[config.mk]
export PLATFORM = sky130hd
export DESIGN_NAME = m_ext_issue_controller
export DESIGN_NICKNAME = d
export VERILOG_FILES = /design/src/rtl/m_ext_issue_controller.sv
export SDC_FILE = /design/constraint.sdc
export NUM_CORES = 1
export LEC_CHECK = 0
export CAP_MARGIN = 20
export CORE_MARGIN = 2
export CORE_UTILIZATION = 42
export DETAILED_ROUTE_END_ITERATION = 8
export GPL_TIMING_DRIVEN = 0
export PLACE_DENSITY = 0.76
export SYNTH_ARGS = -nofsm -noshare
export SYNTH_HDL_FRONTEND = slang
export SYNTH_SLANG_ARGS = --single-unit
[constraint.sdc]
create_clock -name clock -period 5.59 [get_ports clock]
set_input_delay 1.677 -clock clock [delete_from_list [all_inputs] [get_ports clock]]
set_output_delay 1.677 -clock clock [all_outputs]
set_load 0.05 [all_outputs]
[src/rtl/m_ext_issue_controller.sv]
// m_ext_issue_controller
// Launches one M-extension operation into the multi-cycle execution unit,
// waits for its result strobe and hands the result to writeback as a
// one-cycle pulse. Handles flush, a launch/wait watchdog and busy accounting.
module m_ext_issue_controller #(
    parameter int CORE           = 0,
    parameter int DATA_WIDTH     = 32,
    parameter int TIMEOUT_CYCLES = 64
) (
    input  logic                  clock,
    input  logic                  reset,
    input  logic                  issue_valid,
    output logic                  issue_ready,
    input  logic [5:0]            issue_ALU_operation,
    input  logic [DATA_WIDTH-1:0] issue_rs1_data,
    input  logic [DATA_WIDTH-1:0] issue_rs2_data,
    input  logic [4:0]            issue_rd,
    input  logic                  issue_flush,
    output logic [5:0]            ex_ALU_operation,
    output logic [DATA_WIDTH-1:0] ex_rs1_data,
    output logic [DATA_WIDTH-1:0] ex_rs2_data,
    output logic                  ex_ready_i,
    input  logic                  ex_ready_o,
    input  logic                  ex_valid_result,
    input  logic [DATA_WIDTH-1:0] ex_ALU_result,
    output logic                  wb_valid,
    output logic [4:0]            wb_rd,
    output logic [DATA_WIDTH-1:0] wb_result,
    output logic                  stall,
    output logic                  illegal_op,
    output logic                  timeout,
    output logic [15:0]           busy_cycles,
    input  logic                  scan
);

    typedef enum logic [2:0] {
        S_IDLE,
        S_LAUNCH,
        S_WAIT,
        S_DONE,
        S_DRAIN
    } state_t;

    localparam int              WD_W    = $clog2(TIMEOUT_CYCLES + 1);
    localparam logic [WD_W-1:0] WD_LAST = WD_W'(TIMEOUT_CYCLES - 1);

    state_t                  state_q, state_d;
    logic [5:0]              op_q, op_d;
    logic [DATA_WIDTH-1:0]   rs1_q, rs1_d;
    logic [DATA_WIDTH-1:0]   rs2_q, rs2_d;
    logic [4:0]              rd_q, rd_d;
    logic [DATA_WIDTH-1:0]   result_q, result_d;
    logic                    illegal_q, illegal_d;
    logic                    timeout_q, timeout_d;
    logic [15:0]             busy_q, busy_d;
    logic [WD_W-1:0]         wd_q, wd_d;

    logic is_m_op;
    logic accept;
    logic in_flight;
    logic wd_expired;

    // Debug printing of writebacks is done outside synthesizable logic;
    // scan and CORE carry no function here.
    logic unused_dbg;
    assign unused_dbg = scan | (CORE != 0);

    // State and datapath registers, asynchronously cleared
    always_ff @(posedge clock or posedge reset) begin
        if (reset) begin
            state_q   <= S_IDLE;
            op_q      <= '0;
            rs1_q     <= '0;
            rs2_q     <= '0;
            rd_q      <= '0;
            result_q  <= '0;
            illegal_q <= 1'b0;
            timeout_q <= 1'b0;
            busy_q    <= '0;
            wd_q      <= '0;
        end else begin
            state_q   <= state_d;
            op_q      <= op_d;
            rs1_q     <= rs1_d;
            rs2_q     <= rs2_d;
            rd_q      <= rd_d;
            result_q  <= result_d;
            illegal_q <= illegal_d;
            timeout_q <= timeout_d;
            busy_q    <= busy_d;
            wd_q      <= wd_d;
        end
    end

    // Next-state, operand latching, watchdog and busy accounting
    always_comb begin
        state_d   = state_q;
        op_d      = op_q;
        rs1_d     = rs1_q;
        rs2_d     = rs2_q;
        rd_d      = rd_q;
        result_d  = result_q;
        timeout_d = timeout_q;
        busy_d    = busy_q;
        wd_d      = wd_q;

        is_m_op    = (issue_ALU_operation >= 6'd20) && (issue_ALU_operation <= 6'd27);
        accept     = (state_q == S_IDLE) && issue_valid && !issue_flush;
        in_flight  = (state_q == S_LAUNCH) || (state_q == S_WAIT);
        wd_expired = in_flight && (wd_q == WD_LAST);
        illegal_d  = accept && !is_m_op;

        if (in_flight) begin
            wd_d = wd_q + 1'b1;
        end

        if ((in_flight || (state_q == S_DRAIN)) && (busy_q != '1)) begin
            busy_d = busy_q + 16'd1;
        end

        // Flush outranks the watchdog, which outranks normal progress
        unique case (state_q)
            S_IDLE: begin
                if (accept && is_m_op) begin
                    state_d = S_LAUNCH;
                    op_d    = issue_ALU_operation;
                    rs1_d   = issue_rs1_data;
                    rs2_d   = issue_rs2_data;
                    rd_d    = issue_rd;
                    wd_d    = '0;
                end
            end
            S_LAUNCH: begin
                if (issue_flush) begin
                    state_d = S_IDLE;
                end else if (wd_expired) begin
                    state_d   = S_IDLE;
                    timeout_d = 1'b1;
                end else if (ex_ready_o) begin
                    state_d = S_WAIT;
                end
            end
            S_WAIT: begin
                if (issue_flush) begin
                    state_d = S_DRAIN;
                end else if (wd_expired) begin
                    state_d   = S_IDLE;
                    timeout_d = 1'b1;
                end else if (ex_valid_result) begin
                    state_d  = S_DONE;
                    result_d = ex_ALU_result;
                end
            end
            S_DONE: begin
                state_d = S_IDLE;
            end
            S_DRAIN: begin
                if (ex_valid_result) begin
                    state_d = S_IDLE;
                end
            end
            default: begin
                state_d = S_IDLE;
            end
        endcase
    end

    // Output decode from the registered state
    always_comb begin
        issue_ready = (state_q == S_IDLE) && !issue_flush;
        ex_ready_i  = (state_q == S_LAUNCH) || (state_q == S_WAIT) || (state_q == S_DRAIN);
        wb_valid    = (state_q == S_DONE) && !issue_flush;
        stall       = (state_q != S_IDLE);
    end

    assign ex_ALU_operation = op_q;
    assign ex_rs1_data      = rs1_q;
    assign ex_rs2_data      = rs2_q;
    assign wb_rd            = rd_q;
    assign wb_result        = result_q;
    assign illegal_op       = illegal_q;
    assign timeout          = timeout_q;
    assign busy_cycles      = busy_q;

endmodule

==> results of run 1 <==
[synth_stat cells (4+ instances only)]
cell type	number	area, um^2
mux2_4	30	450
xnor2_1	5	43.8
nand4_1	4	25.0
nor3b_1	4	30.0
nor2_1	10	37.5
mux2_2	78	878
buf_4	7	52.6
nand2_1	13	48.8
nor3_1	7	35.0
dfrtp_1	135	3380
nand3_1	7	35.0
o21ai_0	5	25.0
nor4_1	11	68.8
buf_2	4	20.0
xor2_1	15	131
[layer usage]
metal	track usage (%)	vias to the layer above	wire, um
met4	5.36	0	151
met1	22.0	1915	5160
met3	7.95	18	1140
met2	31.0	185	6420
met5	0	-	0
li1	-	1840	-
[critical path: stages]
cell	delay, ns
clkdlybuf4s50_1	0.49
nor4_1	0.55
clkdlybuf4s50_1	0.96
[path summary, 6_finish.rpt]
kind | to | slack (ns) | cells past startpoint
max | issue_ready | 0.22 | 3
min | ex_ALU_operation[4] | 0.49 | 1
max reg2reg | ex_rs1_data[17] | 3.21 | 6
min reg2reg | ex_ALU_operation[4] | 0.49 | 1
max in group asynchronous | ex_rs1_data[27] | 3.17 | 3
min in group asynchronous | wb_result[9] | 1.64 | 2
[kinds of logic (layout without fill, tap and decap cells)]
logic type | count (synthesis) | count (layout) | share of synthesized area (%)
buffers and inverters | 20 | 294 | 2.92
AO/OA/AOI/OAI | 12 | 12 | 1.48
flip-flops | 135 | 135 | 60.7
adder cells (fa/ha/maj) | 2 | 2 | 0.449
AND/OR/NAND/NOR | 72 | 72 | 7.19
multiplexers | 108 | 108 | 23.9
XOR/XNOR | 21 | 21 | 3.44
[cell usage in the layout, fill, tap and decap left out, types with 2 or more instances in the layout]
cell             instances
and3_1                   2
clkbuf_16               17
nor3b_1                  4
nand3b_1                 3
nor2_1                  10
mux2_4                  30
or3_1                    3
nor4_1                  11
xor2_1                  15
inv_6                    3
clkdlybuf4s50_1        241
nor3_1                   7
mux2_2                  78
buf_4                    7
and4_1                   2
buf_2                    4
ha_1                     2
clkinvlp_4               5
dfrtp_1                135
nand3_1                  7
buf_12                   3
bufinv_16                4
a21oi_1                  3
xnor2_1                  5
nand4_1                  4
nand2b_1                 3
o21ai_0                  5
nand2_1                 13
clkinv_4                 2
inv_1                    2
[area by class of cell]
type / count / area, um^2
Clock buffer: 18 / 439
Clock inverter: 14 / 198
Multi-Input combinational cell: 215 / 2030
Timing Repair Buffer: 242 / 2440
Fill cell: 880 / 4210
Buffer: 17 / 151
Sequential cell: 135 / 3380
Inverter: 3 / 16.3
Tap cell: 176 / 220
[state kept, by name, summed over array words and instances (netlist names)]
name	flops
wb_result	32
state_q	3
ex_rs1_data	32
ex_ALU_operation	6
wd_q	7
timeout	1
wb_rd	5
illegal_op	1
busy_cycles	16
ex_rs2_data	32
[power breakdown]
group	switching (mW)	leakage (nW)	total, mW	internal, mW
clock	0.418	0.295	1.18	0.761
combinational	1.06	1.81	1.72	0.659
sequential	0.145	1.72	1.37	1.23
==> out/metrics.cfg, run 1 <==
[drt]
wl_um=12900
postRouteAntennaNets=0
vias_per_cell=4.83
via_count=3958
drcViolationCount=0
wl_per_cell_um=15.7
drtIter0Drc=195
drt_pass1_iterations=4

[timing]
setup_viol=0
worst_pin_slew_ns=0.819
holdWs_ns=0.487
fmax_mhz=186
slew_viol_final=0
period_needed_ns=5.37
relSlewSlack_pct=44.9
period_share_pct=96.1
rsz0062_at_grt=false
clock_skew_ns=0.0123
tns_ns=0
fin_ws_ns=0.221
finalHoldViolations=0

[synthesis]
synth-main-ff-cell=dfrtp_1
syn_area_mm2=0.00557
synth.net_count=486
postSynth.asyncResetShare_pct=100
synth-seq-area-share_pct=60.7
ys_types=35
ys.warnings.count=0
ys_ff_latch=135
synth_edf_count=0
avgSynthCellArea_um2=15.1
synth_cells=370

[placed_design]
io_buffers=241
placed_cell_area_mm2=0.00823
place_congestion=0.841
hpwlAfterDp_um=9620
placedCellCount=788
dp_worst_setup_slack_ns=0.218

[clocking]
ctsResizeCount=0
cts_tree=built
post_cts_buffers=0
hold_buffers=0
clk_path_buf_depth=2
cts_root_buf=clkbuf_16
cts_made_buffers=17
cts_max_level=4
clkSinkCount=135
worstSkewPairLatency_ns=0.41
clkTransAtPathRegs_ns=0.06

[final_layout]
diodes=0
nets=747
instances_no_fill=820
areaGrowthSynthToFinish_pct=59.3
fin_util_pct=67.8
layout-drive-gt1-share_pct=25.0
final_area_mm2=0.00887

[global_routing]
antenna_found_initial=0
grt_use_total_pct=18.6
grt_max_degree=95
grt_pass1_vias=4018
grt-ovfl-total=0
grt_pass1_wl_um=20500

[min_path]
hp-class=flip-flop to flip-flop
worstHoldStart=ex_ALU_operation[4]

[floorplan]
core_mm2=0.0131
initial_core_util_pct=42.6
io_pins=243
die_area_mm2=0.0142
fp-row-count=42
dieWidth_um=119
die_h_um=119

[power]
p_per_area_mw_per_mm2=481
irDropWorstVdd_mv=0.284
leakagePower_nw=3.83
total_power_mw=4.27

[worst_setup_path]
worstPathRequired_ns=3.91
crit_path_end_kind=output port
timing.rr.start=state_q[1]
cp_data_arrival_time_ns=3.69
worstPathMaxFanout=5
critical_path_class=input pin to output port
cp-start-kind=input pin
setup.worst_path.start=issue_flush

[job]
cap_violations=0

[status]
run_status=finished, final reports clean

Note: power is estimated with default switching activity, not from simulation.
==> inputs of run 2 (changes only) <==
ABC_AREA = 1   (was unset)
CORE_UTILIZATION = 43   (was 42)
==> out/metrics.cfg, run 2 <==
[final_layout]
n_fill_cell=1040  ; +18%
diodes=0  ; unchanged
final_common_cell=nand2_1
layout-drive-gt1-share_pct=11.5  ; -13 points
final_area_mm2=0.00915  ; +3.1%
layout_common_cells=316 x nand2_1, 241 x clkdlybuf4s50_1, 135 x dfrtp_1, 55 x inv_1, 39 x o21ai_2
multiInputGateArea_mm2=0.00214  ; +5.6%
nets=1050  ; +41%
areaGrowthSynthToFinish_pct=53.9
seq_area_mm2=0.00338  ; unchanged

[status]
run_status=finished, final reports clean

[timing]
relSlewSlack_pct=60.1  ; +15 points
fmax_mhz=202  ; +8.7%
tns_ns=0  ; unchanged
slew_viol_final=0  ; unchanged
clock_skew_ns=0.0105  ; -0.00181 ns
worst_pin_slew_ns=0.599  ; -0.220 ns
rsz0062_at_grt=false
setup_viol=0  ; unchanged
period_needed_ns=4.94  ; -0.428 ns
finalHoldViolations=0  ; unchanged
fin_ws_ns=0.649  ; +0.428 ns
period_share_pct=88.4  ; -7.7 points
holdWs_ns=0.475  ; -0.0112 ns

[drt]
drt_pass1_iterations=5  ; +1
drtIter0Drc=211  ; +8.2%
via_count=5150  ; +30%
drcViolationCount=0  ; unchanged
postRouteAntennaNets=0  ; unchanged
vias_per_cell=4.60  ; -4.7%
wl_per_cell_um=14.8  ; -5.7%
wl_um=16600  ; +29%

[synthesis]
synth-main-ff-cell=dfrtp_1
avgSynthCellArea_um2=8.83  ; -41%
syn_area_mm2=0.00594  ; +6.7%
synth_common_cells=316 x nand2_1, 135 x dfrtp_1, 56 x inv_1
ys.warnings.count=0  ; unchanged
synthAdderAreaFrac_pct=0.421  ; -0.028 points
synth_top_family_by_area=simple AND/OR/NAND/NOR gates
synthSimpleGateAreaFrac_pct=26.7  ; +19 points
ys_ff_latch=135  ; unchanged
synth-compound-area-share_pct=6.93  ; +5.4 points
yosys.area.top_type=dfrtp_1
synth_edf_count=0  ; unchanged
synth-xor-area-share_pct=2.04  ; -1.4 points
synth_area_leaders=dfrtp_1 57%, nand2_1 20%, o21ai_2 5.7%, inv_1 3.5%, buf_6 2.1%
ys_types=32  ; -8.6%
synth.net_count=789  ; +62%
postSynth.asyncResetShare_pct=100  ; unchanged
synthMuxAreaShare_pct=0  ; -24 points
synth_most_common_cell=nand2_1
synth-seq-area-share_pct=56.9  ; -3.8 points
synth_cells=673  ; +82%
synth_top_cell_area_share_pct=56.9  ; -3.8 points

[worst_setup_path]
cp-start-kind=input pin
worstPathRequired_ns=3.91  ; about the same
setup.worst_path.start=issue_flush
r2r_cells=8  ; +2
critical_path_class=input pin to output port
worstPathMaxFanout=6  ; +1
crit_path_end_kind=output port
cp_data_arrival_time_ns=3.26  ; -0.43 ns
timing.rr.start=state_q[1]

[clocking]
clkSinkCount=135  ; unchanged
clk_path_buf_depth=2  ; unchanged
cts_root_buf=clkbuf_16
ctsResizeCount=0  ; unchanged
cts_tree=built
cts_made_buffers=17  ; unchanged
clkTransAtPathRegs_ns=0.05  ; about the same
post_cts_buffers=0  ; unchanged
worstSkewPairLatency_ns=0.41  ; about the same
hold_buffers=0  ; unchanged
cts_max_level=4  ; unchanged

[placed_design]
dp_worst_setup_slack_ns=0.670  ; +0.452 ns
io_buffers=241  ; unchanged
place_congestion=0.846  ; +0.61%
hpwlAfterDp_um=12300  ; +28%
placed_cell_area_mm2=0.00861  ; +4.5%

[global_routing]
grt_max_degree=74  ; -22%
grt_pass1_wl_um=26700  ; +30%
antenna_found_initial=0  ; unchanged
grt-ovfl-total=0  ; unchanged
grt_pass1_vias=5216  ; +30%
grt_use_total_pct=23.7  ; +5.1 points

[power]
p_comb_share_pct=53.0  ; +13 points
p_per_area_mw_per_mm2=623  ; +29%
leakagePower_nw=4.48  ; +17%
p_int_mw=3.03  ; +15%
p_seq_share_pct=28.9  ; -3.2 points
swShare_pct=46.8  ; +8.7 points
irDropWorstVdd_mv=0.410  ; +44%
switching_power_mw=2.67  ; +64%
clock_power_share_pct=18.1  ; -9.5 points

[floorplan]
initial_core_util_pct=44.5  ; +2.0 points
dieWidth_um=122  ; +2.0%
die_area_mm2=0.0148  ; +4.1%
fp-row-count=42  ; unchanged
io_pins=243  ; unchanged
die_h_um=122  ; +2.0%
core_mm2=0.0133  ; +2.0%

[min_path]
hold-path-cell-count=2  ; +1
hp-class=flip-flop to flip-flop
worstHoldStart=wb_rd[0]

[job]
cap_violations=0  ; unchanged

-- run 2: changes by cell type after synthesis, moves of 8 or more --
cell / change
nand2_1: +303
inv_1: +53
nand3_1: +8
nor2_1: +14
buf_6: +10
mux2_4: -30
mux2_2: -78
nor4_1: -11
o21ai_2: +39
-- run 2: through the flow --
| stage | total power, mW | cells | util (%) |
|---|---|---|---|
| 5_1_grt | 6.00 | 1120 | 68.5 |
| 4_1_cts | 5.76 | 1120 | 68.5 |
| 2_1_floorplan | 3.60 | 673 | - |
| 6_report | 5.70 | 1120 | 68.5 |
| 3_5_place_dp | 4.70 | 1091 | 64.5 |
| 3_3_place_gp | 4.67 | 1090 | 64.2 |
-- run 2: final timing paths --
kind,endpoint,slack [ns]
min in group asynchronous,wd_q[4],1.73
hold / removal,wb_rd[0],0.48
max in group asynchronous,wb_result[6],3.10
setup / recovery,issue_ready,0.65
hold reg to reg,wb_rd[0],0.48
setup reg to reg,wb_rd[1],3.97
-- run 2: logic make-up after synthesis --
kind of cell	count (synthesis)
adders and majority gates	2
xor gates and xnor gates	13
and+or+nand+nor	385
DFF	135
buffers and inverters	86
AOI/OAI and AO/OA	52
-- run 2: area by class of cell --
| class | instances | area share, % |
|---|---|---|
| repair buffers | 242 | 26.7 |
| clock inverters | 4 | 0.492 |
| clock buffers | 25 | 5.42 |
| flip-flops and latches | 135 | 36.9 |
| inverters | 61 | 2.56 |
| multi-input cells | 452 | 23.4 |
| well taps | 176 | 2.41 |
| plain buffers | 25 | 2.11 |
-- run 2: worst max-delay path: stages --
cell and delay [ns]:
clkdlybuf4s50_1 0.51, nor2_1 0.12, nand2_1 0.09, inv_1 0.06, clkdlybuf4s50_1 0.80
-- run 2: per-layer routing --
| metal | routed length (um) | up-vias | global-route usage (%) |
|---|---|---|---|
| met3 | 1540 | 24 | 10.3 |
| li1 | - | 2576 | - |
| met5 | 0 | - | 0 |
| met4 | 386 | 0 | 8.91 |
| met2 | 7970 | 178 | 38.4 |
| met1 | 6670 | 2372 | 28.0 |
-- run 2: power groups by stage --
stage / Clock [mW] / Combinational [mW] / Sequential, mW
final: 1.03 / 3.02 / 1.65
after global routing: 1.11 / 3.19 / 1.70
after CTS: 1.05 / 3.06 / 1.65
after detailed placement: 0 / 3.05 / 1.64
after global placement: 0 / 3.02 / 1.65
after floorplan: 0 / 0.653 / 2.95
==> inputs of run 3 (changes only) <==
MAX_ROUTING_LAYER = met4   (was unset)
PLACE_DENSITY = 0.83   (was 0.76)
==> out/metrics.cfg, run 3 (synthesis gave the netlist of run 2 again) <==
[status]
run_status=finished, final reports clean

[floorplan]
dieWidth_um=122  ; unchanged
die_h_um=122  ; unchanged
die_area_mm2=0.0148  ; unchanged
core_mm2=0.0133  ; unchanged
io_pins=243  ; unchanged
fp-row-count=42  ; unchanged
initial_core_util_pct=44.5  ; unchanged

[final_layout]
final_common_cell=nand2_1
layout_common_cells=316 x nand2_1, 241 x clkdlybuf4s50_1, 135 x dfrtp_1, 55 x inv_1, 39 x o21ai_2
nets=1050  ; unchanged
fin_util_pct=68.7  ; +0.17 points
areaGrowthSynthToFinish_pct=54.3
layout-drive-gt1-share_pct=11.9  ; +0.39 points
diodes=0  ; unchanged

[clocking]
cts_root_buf=clkbuf_16
post_cts_buffers=0  ; unchanged
cts_max_level=4  ; unchanged
clk_path_buf_depth=2  ; unchanged
hold_buffers=0  ; unchanged
worstSkewPairLatency_ns=0.42  ; about the same
ctsResizeCount=0  ; unchanged
cts_made_buffers=17  ; unchanged
cts_tree=built
clkSinkCount=135  ; unchanged
clkTransAtPathRegs_ns=0.06  ; about the same

[global_routing]
grt_use_met2_pct=39.0  ; +0.60 points
met1_usage_pct=27.7  ; -0.30 points
grt-ovfl-total=0  ; unchanged
met3_usage_pct=8.15  ; -2.1 points
grt_pass1_vias=5449  ; +4.5%
top_usage_layer=met2
grt_max_degree=83  ; +12%
grt_use_total_pct=24.2  ; +0.45 points
antenna_found_initial=0  ; unchanged
grt_pass1_wl_um=26500  ; -0.85%

[placed_design]
io_buffers=241  ; unchanged
place_congestion=0.851  ; +0.53%
hpwlAfterDp_um=11900  ; -2.9%

[timing]
fmax_mhz=200  ; -0.96%
clock_skew_ns=0.00662  ; -0.00388 ns
slew_viol_final=0  ; unchanged
period_needed_ns=4.99  ; +0.0478 ns
setup_viol=0  ; unchanged
relSlewSlack_pct=59.8  ; -0.31 points
period_share_pct=89.3  ; +0.85 points
rsz0062_at_grt=false
worst_pin_slew_ns=0.602  ; +0.00279 ns
finalHoldViolations=0  ; unchanged

[power]
leakagePower_nw=4.49  ; +0.24%
swShare_pct=47.0  ; +0.18 points
p_comb_share_pct=52.8  ; -0.2 points
p_int_mw=3.04  ; +0.21%
irDropWorstVdd_mv=0.443  ; +8.1%
total_power_mw=5.73  ; +0.55%
clock_power_share_pct=18.5  ; +0.4 points
switching_power_mw=2.69  ; +0.93%
p_seq_share_pct=28.7  ; -0.2 points
p_per_area_mw_per_mm2=625  ; +0.30%

[drt]
wl_um=16300  ; -1.8%
postRouteAntennaNets=0  ; unchanged
vias_per_cell=4.69  ; +2.0%
drcViolationCount=0  ; unchanged
via_count=5265  ; +2.2%
drt_pass1_iterations=4  ; -1
wl_per_cell_um=14.5  ; -2.1%
drtIter0Drc=264  ; +25%

[job]
cap_violations=0  ; unchanged

[worst_setup_path]
worstPathMaxFanout=6  ; unchanged
crit_path_end_kind=output port
cp_data_arrival_time_ns=3.31  ; +0.05 ns
critical_path_class=input pin to output port
worstPathRequired_ns=3.91  ; about the same
cp-start-kind=input pin

[min_path]
hp-class=flip-flop to flip-flop

## run 3: cell types whose count changed in the layout (fill, tap and decap cells not counted), sizes merged
| cell | delta |
|---|---|
| clkbuf | -1 |
| clkinvlp | +1 |
| clkinv | +3 |
## run 3: critical path, stage by stage
cell and delay [ns]:
clkdlybuf4s50_1 0.54, nor2_1 0.14, nand2_1 0.10, inv_1 0.06
clkdlybuf4s50_1 0.80
## run 3: path summary, 6_finish.rpt
check / cells after the start / endpoint / start / slack, ns
worst max-delay path: 5 / issue_ready / issue_flush / 0.60
worst min-delay path: 1 / ex_ALU_operation[4] / ex_ALU_operation[4] / 0.47
worst max register to register: 9 / busy_cycles[14] / busy_cycles[0] / 3.98
worst min register to register: 1 / ex_ALU_operation[4] / ex_ALU_operation[4] / 0.47
max in group asynchronous: 3 / ex_rs1_data[20] / reset / 3.08
min in group asynchronous: 2 / ex_rs1_data[3] / reset / 1.73
## run 3: routing by layer
metal  routed length, um  vias to the layer above
met3                1250                       31
li1                    -                     2575
met1                6540                     2473
met5                   0                        -
met2                7980                      186
met4                 495                        0
## run 3: cell type report
| cell class | count | area (um^2) |
|---|---|---|
| inverters | 61 | 234 |
| plain buffers | 25 | 193 |
| well taps | 176 | 220 |
| fillers | 1057 | 4180 |
| clock buffers | 24 | 492 |
| multi-input cells | 452 | 2140 |
| clock inverters | 8 | 71.3 |
| flip-flops and latches | 135 | 3380 |
| repair buffers | 242 | 2440 |
## run 3: power groups by stage
stage,Clock [mW],Combinational [mW],Sequential [mW]
floorplan,0,0.653,2.95
global placement,0,3.00,1.64
detailed placement,0,3.04,1.64
CTS,1.07,3.05,1.64
global route,1.13,3.20,1.70
finish,1.06,3.03,1.65
## run 3: stage by stage
step	instances	area, um^2	worst slack, ns	TNS [ns]	hold WS, ns
floorplan	673	5940	0.302	0	0.461
finish	1123	9170	0.601	0	0.475
global placement	1090	8570	-1.68	-225.64	0.454
detailed placement	1091	8610	0.626	0	0.459
global route	1123	9170	0.523	0	0.495
CTS	1123	9170	0.604	0	0.477
